File: src/rtl/i2c_pkg.sv
// Shared I2C definitions: controller FSM state encoding and buffer sizing.
package i2c_pkg;

   localparam int I2C_MAX_BYTES = 8;

   typedef enum logic [2:0] {
      IDLE,
      WAIT_LOW,
      RECV_BIT,
      ACK_DRIVE,
      ACK_HOLD
   } state_t;

endpackage

File: src/rtl/i2c_line_sampler.sv
// Registers scl/sda and flags scl edges plus START/STOP conditions.
// I2C_SLAVE_INPUT_SYNC_EN inserts a 2-flop synchronizer ahead of the sampling stage.
module i2c_line_sampler
   import i2c_pkg::*;
(
   input  logic clk,
   input  logic rst_n,
   input  logic scl,
   input  logic sda_in,
   output logic sda_bit,
   output logic scl_rise,
   output logic scl_fall,
   output logic start_det,
   output logic stop_det
);

   logic scl_src, sda_src;
   logic scl_q, scl_d, sda_q, sda_d;
   logic scl_qq, scl_qq_d, sda_qq, sda_qq_d;

`ifdef I2C_SLAVE_INPUT_SYNC_EN
   logic [1:0] scl_sync_q, scl_sync_d, sda_sync_q, sda_sync_d;

   always_comb begin
      scl_sync_d = {scl_sync_q[0], scl};
      sda_sync_d = {sda_sync_q[0], sda_in};
   end

   always_ff @(posedge clk) begin
      if (!rst_n) begin
         scl_sync_q <= 2'b11;
         sda_sync_q <= 2'b11;
      end else begin
         scl_sync_q <= scl_sync_d;
         sda_sync_q <= sda_sync_d;
      end
   end

   assign scl_src = scl_sync_q[1];
   assign sda_src = sda_sync_q[1];
`else
   assign scl_src = scl;
   assign sda_src = sda_in;
`endif

   always_comb begin
      scl_d    = scl_src;
      sda_d    = sda_src;
      scl_qq_d = scl_q;
      sda_qq_d = sda_q;
   end

   // Idle bus is high on both lines, so history resets to 1 to avoid false edges.
   always_ff @(posedge clk) begin
      if (!rst_n) begin
         scl_q  <= 1'b1;
         sda_q  <= 1'b1;
         scl_qq <= 1'b1;
         sda_qq <= 1'b1;
      end else begin
         scl_q  <= scl_d;
         sda_q  <= sda_d;
         scl_qq <= scl_qq_d;
         sda_qq <= sda_qq_d;
      end
   end

   assign sda_bit   = sda_q;
   assign scl_rise  = scl_q & ~scl_qq;
   assign scl_fall  = ~scl_q & scl_qq;
   assign start_det = scl_q & scl_qq & sda_qq & ~sda_q;
   assign stop_det  = scl_q & scl_qq & ~sda_qq & sda_q;

endmodule

File: src/rtl/i2c_simple_slave.sv
// Write-only I2C receiver: captures LSB-first bytes into a buffer, ACKs while room remains.
// I2C_SLAVE_INPUT_SYNC_EN adds a 2-clk input synchronizer inside i2c_line_sampler.
module i2c_simple_slave
   import i2c_pkg::*;
#(
   parameter int MAX_BYTES = I2C_MAX_BYTES
) (
   input  logic            clk,
   input  logic            rst_n,
   input  logic            scl,
   input  logic            sda_in,
   output logic            sda_out,
   output logic            sda_out_en,
   output logic [7:0][7:0] rx_data,
   output logic [3:0]      rx_count,
   output logic [7:0]      rx_byte,
   output logic            byte_valid,
   output logic            frame_done,
   output logic            busy,
   output logic            overflow
);

   logic sda_bit, scl_rise, scl_fall, start_det, stop_det;

   i2c_line_sampler u_sampler (
      .clk       (clk),
      .rst_n     (rst_n),
      .scl       (scl),
      .sda_in    (sda_in),
      .sda_bit   (sda_bit),
      .scl_rise  (scl_rise),
      .scl_fall  (scl_fall),
      .start_det (start_det),
      .stop_det  (stop_det)
   );

   state_t          state_q, state_d;
   logic [3:0]      bit_cnt_q, bit_cnt_d;
   logic [7:0]      shift_q, shift_d;
   logic [7:0][7:0] rx_data_q, rx_data_d;
   logic [3:0]      rx_count_q, rx_count_d;
   logic [7:0]      rx_byte_q, rx_byte_d;
   logic            byte_valid_q, byte_valid_d;
   logic            frame_done_q, frame_done_d;
   logic            overflow_q, overflow_d;
   logic            ack_q, ack_d;

   always_comb begin
      state_d      = state_q;
      bit_cnt_d    = bit_cnt_q;
      shift_d      = shift_q;
      rx_data_d    = rx_data_q;
      rx_count_d   = rx_count_q;
      rx_byte_d    = rx_byte_q;
      byte_valid_d = 1'b0;
      frame_done_d = 1'b0;
      overflow_d   = overflow_q;
      ack_d        = ack_q;

      // Bus conditions override the byte FSM; a partial byte simply dies with bit_cnt.
      if (stop_det) begin
         frame_done_d = (state_q != IDLE);
         state_d      = IDLE;
         bit_cnt_d    = 4'd0;
      end else if (start_det) begin
         state_d    = WAIT_LOW;
         bit_cnt_d  = 4'd0;
         rx_count_d = 4'd0;
         overflow_d = 1'b0;
      end else begin
         case (state_q)
            WAIT_LOW: begin
               if (scl_fall) begin
                  state_d   = RECV_BIT;
                  bit_cnt_d = 4'd0;
               end
            end
            RECV_BIT: begin
               if (scl_rise && bit_cnt_q < 4'd8) begin
                  shift_d[bit_cnt_q[2:0]] = sda_bit;
                  bit_cnt_d = bit_cnt_q + 4'd1;
                  if (bit_cnt_q == 4'd7) begin
                     rx_byte_d    = shift_d;
                     byte_valid_d = 1'b1;
                     if (rx_count_q < 4'(MAX_BYTES)) begin
                        rx_data_d[rx_count_q[2:0]] = shift_d;
                        rx_count_d = rx_count_q + 4'd1;
                        ack_d      = 1'b1;
                     end else begin
                        ack_d      = 1'b0;
                        overflow_d = 1'b1;
                     end
                  end
               end else if (scl_fall && bit_cnt_q == 4'd8) begin
                  state_d = ACK_DRIVE;
               end
            end
            ACK_DRIVE: begin
               if (scl_rise) state_d = ACK_HOLD;
            end
            ACK_HOLD: begin
               if (scl_fall) begin
                  state_d   = RECV_BIT;
                  bit_cnt_d = 4'd0;
               end
            end
            default: state_d = IDLE;
         endcase
      end
   end

   always_ff @(posedge clk) begin
      if (!rst_n) begin
         state_q      <= IDLE;
         bit_cnt_q    <= 4'd0;
         shift_q      <= 8'd0;
         rx_data_q    <= '0;
         rx_count_q   <= 4'd0;
         rx_byte_q    <= 8'd0;
         byte_valid_q <= 1'b0;
         frame_done_q <= 1'b0;
         overflow_q   <= 1'b0;
         ack_q        <= 1'b0;
      end else begin
         state_q      <= state_d;
         bit_cnt_q    <= bit_cnt_d;
         shift_q      <= shift_d;
         rx_data_q    <= rx_data_d;
         rx_count_q   <= rx_count_d;
         rx_byte_q    <= rx_byte_d;
         byte_valid_q <= byte_valid_d;
         frame_done_q <= frame_done_d;
         overflow_q   <= overflow_d;
         ack_q        <= ack_d;
      end
   end

   assign sda_out_en = ack_q && (state_q == ACK_DRIVE || state_q == ACK_HOLD);
   assign sda_out    = ~sda_out_en;
   assign rx_data    = rx_data_q;
   assign rx_count   = rx_count_q;
   assign rx_byte    = rx_byte_q;
   assign byte_valid = byte_valid_q;
   assign frame_done = frame_done_q;
   assign busy       = (state_q != IDLE);
   assign overflow   = overflow_q;

endmodule

File: config.mk
export PLATFORM = sky130hd
export DESIGN_NAME = i2c_simple_slave
export DESIGN_NICKNAME = d
export VERILOG_FILES = /design/src/rtl/i2c_pkg.sv /design/src/rtl/i2c_line_sampler.sv /design/src/rtl/i2c_simple_slave.sv
export SDC_FILE = /design/constraint.sdc
export NUM_CORES = 1
export LEC_CHECK = 0
export ABC_AREA = 1
export CAP_MARGIN = 20
export CORE_UTILIZATION = 47
export DETAILED_ROUTE_END_ITERATION = 10
export PLACE_DENSITY = 0.76
export SLEW_MARGIN = 20
export SYNTH_ARGS = -nofsm -noshare
export SYNTH_HDL_FRONTEND = slang
export SYNTH_SLANG_ARGS = --single-unit
File: constraint.sdc
create_clock -name clk -period 1.5 [get_ports clk]
set_input_delay 0.3 -clock clk [delete_from_list [all_inputs] [get_ports clk]]
set_output_delay 0.3 -clock clk [all_outputs]
set_load 0.01 [all_outputs]
==> results of run 1 <==
metrics by stage:
stage	setup TNS (ns)	total power, mW	utilization (%)	setup slack (ns)	cell area (um2)
after floorplan	-0.706	3.21	-	-0.0218	4560
final	-2.07	5.50	70.6	-0.134	6580
after global placement	-0.178	3.43	61.8	-0.108	5760
after CTS	-0.824	5.13	65.0	-0.112	6060
after detailed placement	-0.409	3.47	61.8	-0.165	5760
after global routing	-7.77	5.70	70.6	-0.184	6580
final timing paths:
path              slack, ns  cells after the start          endpoint
setup / recovery      -0.13                      5           sda_out
hold reg to reg        0.47                      2        rx_byte[0]
hold / removal         0.37                      3  u_sampler.sda_qq
setup reg to reg      -0.10                      8       rx_data[21]
layout make-up:
class,instances,share of cell area [%]
multi-input combinational,447,38.2
sequential,99,30.4
clock buffer,9,1.88
inverter,105,6.04
timing repair buffer,147,20.1
tap,129,2.45
clock inverter,7,0.912
power by group:
part / total, mW / switching (mW) / internal, mW
clock: 1.64 / 1.01 / 0.633
combinational: 1.14 / 0.684 / 0.456
sequential: 2.72 / 0.0429 / 2.68
total: 5.50 / 1.73 / 3.77
flip-flops by register name, summed over array words and instances, names as in the netlist:
register	cells
rx_data	64
u_sampler.sda_bit	1
overflow	1
rx_byte	8
shift_q	8
u_sampler.scl_qq	1
byte_valid	1
ack_q	1
bit_cnt_q	4
u_sampler.sda_qq	1
state_q	3
frame_done	1
u_sampler.scl_q	1
rx_count	4
metal layers:
metal	vias to the layer above	global-route usage, %	part of all wire (%)
met5	-	0	0
met4	0	8.36	3.7
met3	46	5.50	5.9
met2	190	44.0	51
met1	2147	30.5	40
li1	2308	-	-
cells by family (layout without fill, tap and decap cells):
family	after synthesis	count (layout)	synth area share, %
XOR/XNOR	2	2	0.385
AND/OR/NAND/NOR	393	401	37.7
flip-flops	99	99	43.6
adder cells (fa/ha/maj)	3	3	0.825
buffers and inverters	130	268	12.8
AO/OA/AOI/OAI	41	41	4.68
layout by cell type (no fill, tap or decap), types with 5 or more instances in the layout:
| cell type | synthesis | layout |
|---|---|---|
| o21ai_1 | 6 | 7 |
| dlygate4sd2_1 | 0 | 79 |
| buf_4 | 6 | 45 |
| nand3_2 | 0 | 12 |
| nand2_1 | 179 | 117 |
| nor2_2 | 1 | 14 |
| nand4_1 | 5 | 5 |
| buf_6 | 9 | 9 |
| clkbuf_8 | 0 | 9 |
| inv_2 | 1 | 9 |
| nand3_4 | 8 | 19 |
| nor3_1 | 10 | 9 |
| nor2_1 | 149 | 133 |
| o21ai_0 | 15 | 8 |
| nor2_4 | 2 | 5 |
| nand3_1 | 31 | 16 |
| a21oi_2 | 0 | 5 |
| nand2_2 | 3 | 63 |
| a21oi_1 | 17 | 12 |
| o21ai_2 | 0 | 5 |
| dfxtp_1 | 99 | 90 |
| dfxtp_2 | 0 | 6 |
| inv_1 | 104 | 95 |
critical path, delay by kind of cell (launching register included):
family | cells | cell delay, ns
AOI/OAI and AO/OA | 1 | 0.19
buffers and inverters | 2 | 0.18
DFF | 1 | 0.37
and+or+nand+nor | 2 | 0.22
what timing repair did:
action / CTS / global route
setup endpoints to repair: 124 / 91
resized for setup: 116 / 142
buffers inserted: 7 / 9
pin swaps: 16 / 81
gates cloned: 9 / 2
==> summary.txt, run 1 <==
Yosys
  – Mapped Area: 4550 um2
  – Yosys reg bits: 99
  – Async set or reset register ratio after synthesis: 0%
  – Synthesis Warnings: 0
  – Syn_area_per_cell: 6.81 um2
  – Cell accounting for the most synthesized area: dfxtp_1
  – Commonest cells in the netlist: 179 x nand2_1, 149 x nor2_1, 104 x inv_1
  – Main flop type after synthesis: dfxtp_1
  – Cells after Synth: 668
  – Ranking of synthesized cells by area: dfxtp_1 44%, nand2_1 15%, nor2_1 12%
  – Post-synth EDFFs: 0
  – Post-synth top area share: 43.6%
  – Distinct cells, synth: 25
  – Most frequent cell after synthesis: nand2_1
  – Seq/Total Area, Yosys: 43.6%
  – Total nets after synthesis: 675

Routing
  – Wire per inst: 14.7 um
  – Total Wirelength: 13,900 um
  – Initial drt markers: 331
  – Residual DRC: 0
  – Final antenna-violating net count: 0
  – Vias per cell: 4.97
  – Router iterations before antenna repair: 5
  – Vias post-DR: 4,691

Die
  – Core Box Area: 9330 um2
  – Die width: 100 um
  – Die Span Y: 100 um
  – Ports: 86
  – Initial Utilization: 48.8%
  – Row cnt: 35
  – Full die area: 10,100 um2

Worst setup path
  – CP Cell Sequence: nor2_2 -> nand2_2 -> a21oi_2 -> inv_1 -> buf_2
  – Crit path max-delay cell type: dfxtp_4
  – Crit path from: state_q[1]
  – Worst-path maximum fanout: 4
  – Critical path class: register to primary output
  – Arr. time, crit path: 1.33 ns
  – RR Startpoint: state_q[0]
  – CP Launch Type: register
  – Worst EP required: 1.20 ns
  – CP max stage delay: 0.37 ns
  – Crit end category: primary output

Clock network
  – CTS tree: built
  – Clock-pin slew on the worst setup and hold paths: 0.10 ns
  – CTS Root Cell: clkbuf_8
  – Later-pin clock latency in the skew report: 0.38 ns
  – Num CTS Buffers: 9
  – CTS max path bufs: 2
  – Htree depth: 3
  – Num Clock Sinks: 99
  – Hold Buf Count CTS: 0

Timing
  – Worst Max-Slew Pin Slew: 0.504 ns
  – Min Tclk post-route: 1.63 ns
  – PnR worst setup slack: -0.134 ns
  – Relative slew slack: 66.4%
  – Max-slew violations: 0
  – Hold slack final: 0.368 ns
  – Layout Skew: 0.0158 ns
  – Count of final setup violators: 64
  – RSZ-0062 raised after global routing: true
  – Final hold violations: 0
  – Crit share post-route: 109%
  – Fmax: 0.612 GHz

Placement
  – Detail Placement HPWL: 8020 um
  – Port bufs: 85
  – Routability cong.: 0.873
  – Post-Place Cells: 905

Power
  – PwrDens: 836 nW/um2
  – Maximum VDD drop: 0.494 mV
  – Leak: 3.40 nW

Finish
  – Multi-input combinational cell area: 2510 um2
  – Layout cell share with drive strength beyond 1: 29.0%
  – Nets: 816
  – Layout fillers: 734
  – Ant diodes: 0
  – Area Growth Syn to Fin: 44.8%
  – Non-filler instance count after layout: 943
  – FF+latch area: 2000 um2

Worst hold path
  – Worst hold start: rst_n
  – Hold WC Path Type: primary input to register

GRT
  – Global-route wire length before repair: 20,000 um
  – Largest net degree at the start of global routing: 43
  – Tot GR Track Use: 25.1%
  – Grt total ovfl: 0
  – Vias in the first global route: 4,217
  – Antenna violations before repair: 0

Job
  – Max Cap Violations: 0

Status
  – Failing checks: negative setup slack
  – Status: complete, but fails checks
(Power assumes the default switching activity.)
==> inputs of run 2 (changes only) <==
--- a/config.mk
+++ b/config.mk
@@ -11,5 +11,4 @@
 export DETAILED_ROUTE_END_ITERATION = 10
 export PLACE_DENSITY = 0.76
-export SLEW_MARGIN = 20
 export SYNTH_ARGS = -nofsm -noshare
 export SYNTH_HDL_FRONTEND = slang
==> constraint.sdc (replaced) <==
create_clock -name clk -period 1.5 [get_ports clk]
set_input_delay 0.3 -clock clk [delete_from_list [all_inputs] [get_ports clk]]
set_output_delay 0.3 -clock clk [all_outputs]
set_load 0.02 [all_outputs]
==> run 2 against run 1 <==
Effect of this change: the run still ends with negative setup slack left; critical endpoint unchanged; critical path type unchanged; sequential share of layout area grew 0.64 points; first-iteration DRC count shrank 13%; clock skew shrank 0.0034 ns; combinational power shrank 21%; global-route usage grew 0.76 points; final cell count shrank 0.53%; design area shrank 2.4%; fmax shrank 1.8%; largest cell class unchanged; sequential power is essentially flat.
==> summary.txt, run 2 (synthesis gave the netlist of run 1 again) <==
Timing
  – Count of final setup violators: 67 (+4.7%)
  – Relative slew slack: 62.8% (-3.6 points)
  – Fin Setup TNS: -2.80 ns (-0.729 ns)
  – Final hold violations: 0 (unchanged)
  – Max-slew violations: 0 (unchanged)
  – Min Tclk post-route: 1.66 ns (+0.0302 ns)
  – Hold slack final: 0.348 ns (-0.0192 ns)
  – RSZ-0062 raised after global routing: true
  – Fmax: 0.601 GHz (-1.8%)
  – Crit share post-route: 111% (+2.0 points)
  – Layout Skew: 0.0124 ns (-0.00345 ns)
  – Worst Max-Slew Pin Slew: 0.559 ns (+0.0543 ns)
  – PnR worst setup slack: -0.164 ns (-0.0302 ns)

Placement
  – Port bufs: 85 (unchanged)
  – Detail Placement HPWL: 8110 um (+1.1%)
  – Post-Place Cells: 907 (+0.22%)
  – DP Area: 5780 um2 (+0.41%)
  – Routability cong.: 0.884 (+1.2%)
  – Dpl ws: -0.135 ns (+0.0308 ns)

Worst setup path
  – Crit end category: primary output
  – Worst-path maximum fanout: 3 (-1)
  – Critical path buffers and inverters: 3 (+1)
  – Family with the most delay on the worst path: flip-flops
  – Worst EP required: 1.20 ns (about the same)
  – CP Cell Sequence: nand2_2 -> nor2_4 -> inv_2 -> a21oi_2 -> inv_1 -> buf_6
  – CP max stage delay: 0.38 ns (about the same)
  – Crit path max-delay cell type: dfxtp_2
  – Critical path class: register to primary output
  – Arr. time, crit path: 1.36 ns (+0.03 ns)
  – CP Launch Type: register

Finish
  – Multi-input combinational cell area: 2380 um2 (-5.2%)
  – FF+latch area: 1990 um2 (-0.38%)
  – Design area: 6420 um2 (-2.4%)
  – Most frequent cells in the layout: 137 x nand2_1, 133 x nor2_1, 95 x inv_1
  – Layout cell share with drive strength beyond 1: 24.4% (-4.6 points)
  – Ant diodes: 0 (unchanged)
  – Area Growth Syn to Fin: 41.2%
  – Max reg flops: 64 (unchanged)
  – Commonest non-fill, non-tap cell in the layout: nand2_1
  – Fin util: 68.9% (-1.7 points)
  – Nets: 812 (-0.49%)
  – Non-filler instance count after layout: 938 (-0.53%)
  – Layout fillers: 756 (+3.0%)

Routing
  – Router iterations before antenna repair: 5 (unchanged)
  – Residual DRC: 0 (unchanged)
  – Vias per cell: 4.95 (-0.52%)
  – Wire per inst: 13.9 um (-5.6%)
  – Top layer used by detailed routing: met4
  – Vias post-DR: 4,642 (-1.0%)
  – WL met2: 6330 um (-10%)
  – Metal3 WL: 635 um (-23%)
  – Met1 wire length: 5610 um (+2.3%)
  – Total Wirelength: 13,000 um (-6.1%)
  – Initial drt markers: 289 (-13%)
  – Final antenna-violating net count: 0 (unchanged)

Die
  – Core Box Area: 9330 um2 (unchanged)
  – Initial Utilization: 48.8% (unchanged)
  – Full die area: 10,100 um2 (unchanged)
  – Die Span Y: 100 um (unchanged)
  – Row cnt: 35 (unchanged)
  – Ports: 86 (unchanged)
  – Die width: 100 um (unchanged)

Clock network
  – Later-pin clock latency in the skew report: 0.37 ns (about the same)
  – CTS Root Cell: clkbuf_8
  – Num CTS Buffers: 9 (unchanged)
  – Clock-pin slew on the worst setup and hold paths: 0.09 ns (about the same)
  – Htree depth: 3 (unchanged)
  – Num Clock Sinks: 99 (unchanged)
  – CTS max path bufs: 2 (unchanged)
  – Hold Buf Count CTS: 0 (unchanged)
  – CTS tree: built

Power
  – Clock Power Share: 34.1% (+4.3 points)
  – Leak: 3.38 nW (-0.50%)
  – Sequential power share: 49.5% (about the same)
  – Maximum VDD drop: 0.520 mV (+5.2%)
  – Total Power: 5.49 mW (-0.24%)
  – Switching fraction of total power: 28.1% (-3.4 points)
  – NetSw: 1.54 mW (-11%)
  – PwrDens: 855 nW/um2 (+2.2%)
  – Internal: 3.95 mW (+4.8%)
  – Combinational fraction of design power: 16.3% (-4.4 points)

GRT
  – Global-route wire length before repair: 20,300 um (+1.3%)
  – Vias in the first global route: 4,219 (+0.047%)
  – Grt total ovfl: 0 (unchanged)
  – Largest net degree at the start of global routing: 51 (+19%)
  – Antenna violations before repair: 0 (unchanged)
  – Tot GR Track Use: 25.9% (+0.76 points)

Status
  – Failing checks: negative setup slack
  – Status: complete, but fails checks

Worst hold path
  – Hold WC Path Type: primary input to register

Job
  – Max Cap Violations: 0 (unchanged)
run 2: path summary, 6_finish.rpt:
kind              startpoint          endpoint  slack [ns]  cells after the start
setup / recovery  state_q[1]           sda_out       -0.16                      6
hold / removal         rst_n  u_sampler.sda_qq        0.35                      3
setup reg to reg  state_q[0]       rx_data[57]       -0.12                      8
hold reg to reg   rx_byte[4]        rx_byte[4]        0.47                      2
run 2: timing repair:
item,4_1_cts,5_1_grt
pin swaps,18,35
gates resized for setup,130,83
endpoints found under the hold margin,0,0
setup endpoints to repair,114,98
cloned,9,0
setup buffers,4,4
run 2: area by class of cell:
cell class	instances	share of cell area (%)
Clock inverter	6	1.38
Timing Repair Buffer	143	19.9
Multi-Input combinational cell	447	37.1
Clock buffer	9	1.93
Tap cell	129	2.51
Sequential cell	99	31.0
Inverter	105	6.14
run 2: worst reg2reg max path: cells and delay by family (launching register included):
kind          cells  cell delay (ns)
simple gates      6             0.91
flops             1             0.37
buf+inv           2             0.29
run 2: per-layer routing:
layer | vias to the layer above | global-route usage [%]
met1 | 2139 | 32.3
li1 | 2311 | -
met5 | - | 0
met2 | 151 | 44.1
met4 | 0 | 12.9
met3 | 41 | 3.27
run 2: power by group through the flow:
| stage | combinational (mW) | clock, mW | sequential, mW |
|---|---|---|---|
| final | 0.897 | 1.87 | 2.72 |
| after global routing | 0.973 | 2.01 | 2.72 |
| after CTS | 0.793 | 1.89 | 2.70 |
| after detailed placement | 0.742 | 0 | 2.76 |
| after global placement | 0.719 | 0 | 2.75 |
| after floorplan | 0.456 | 0 | 2.77 |
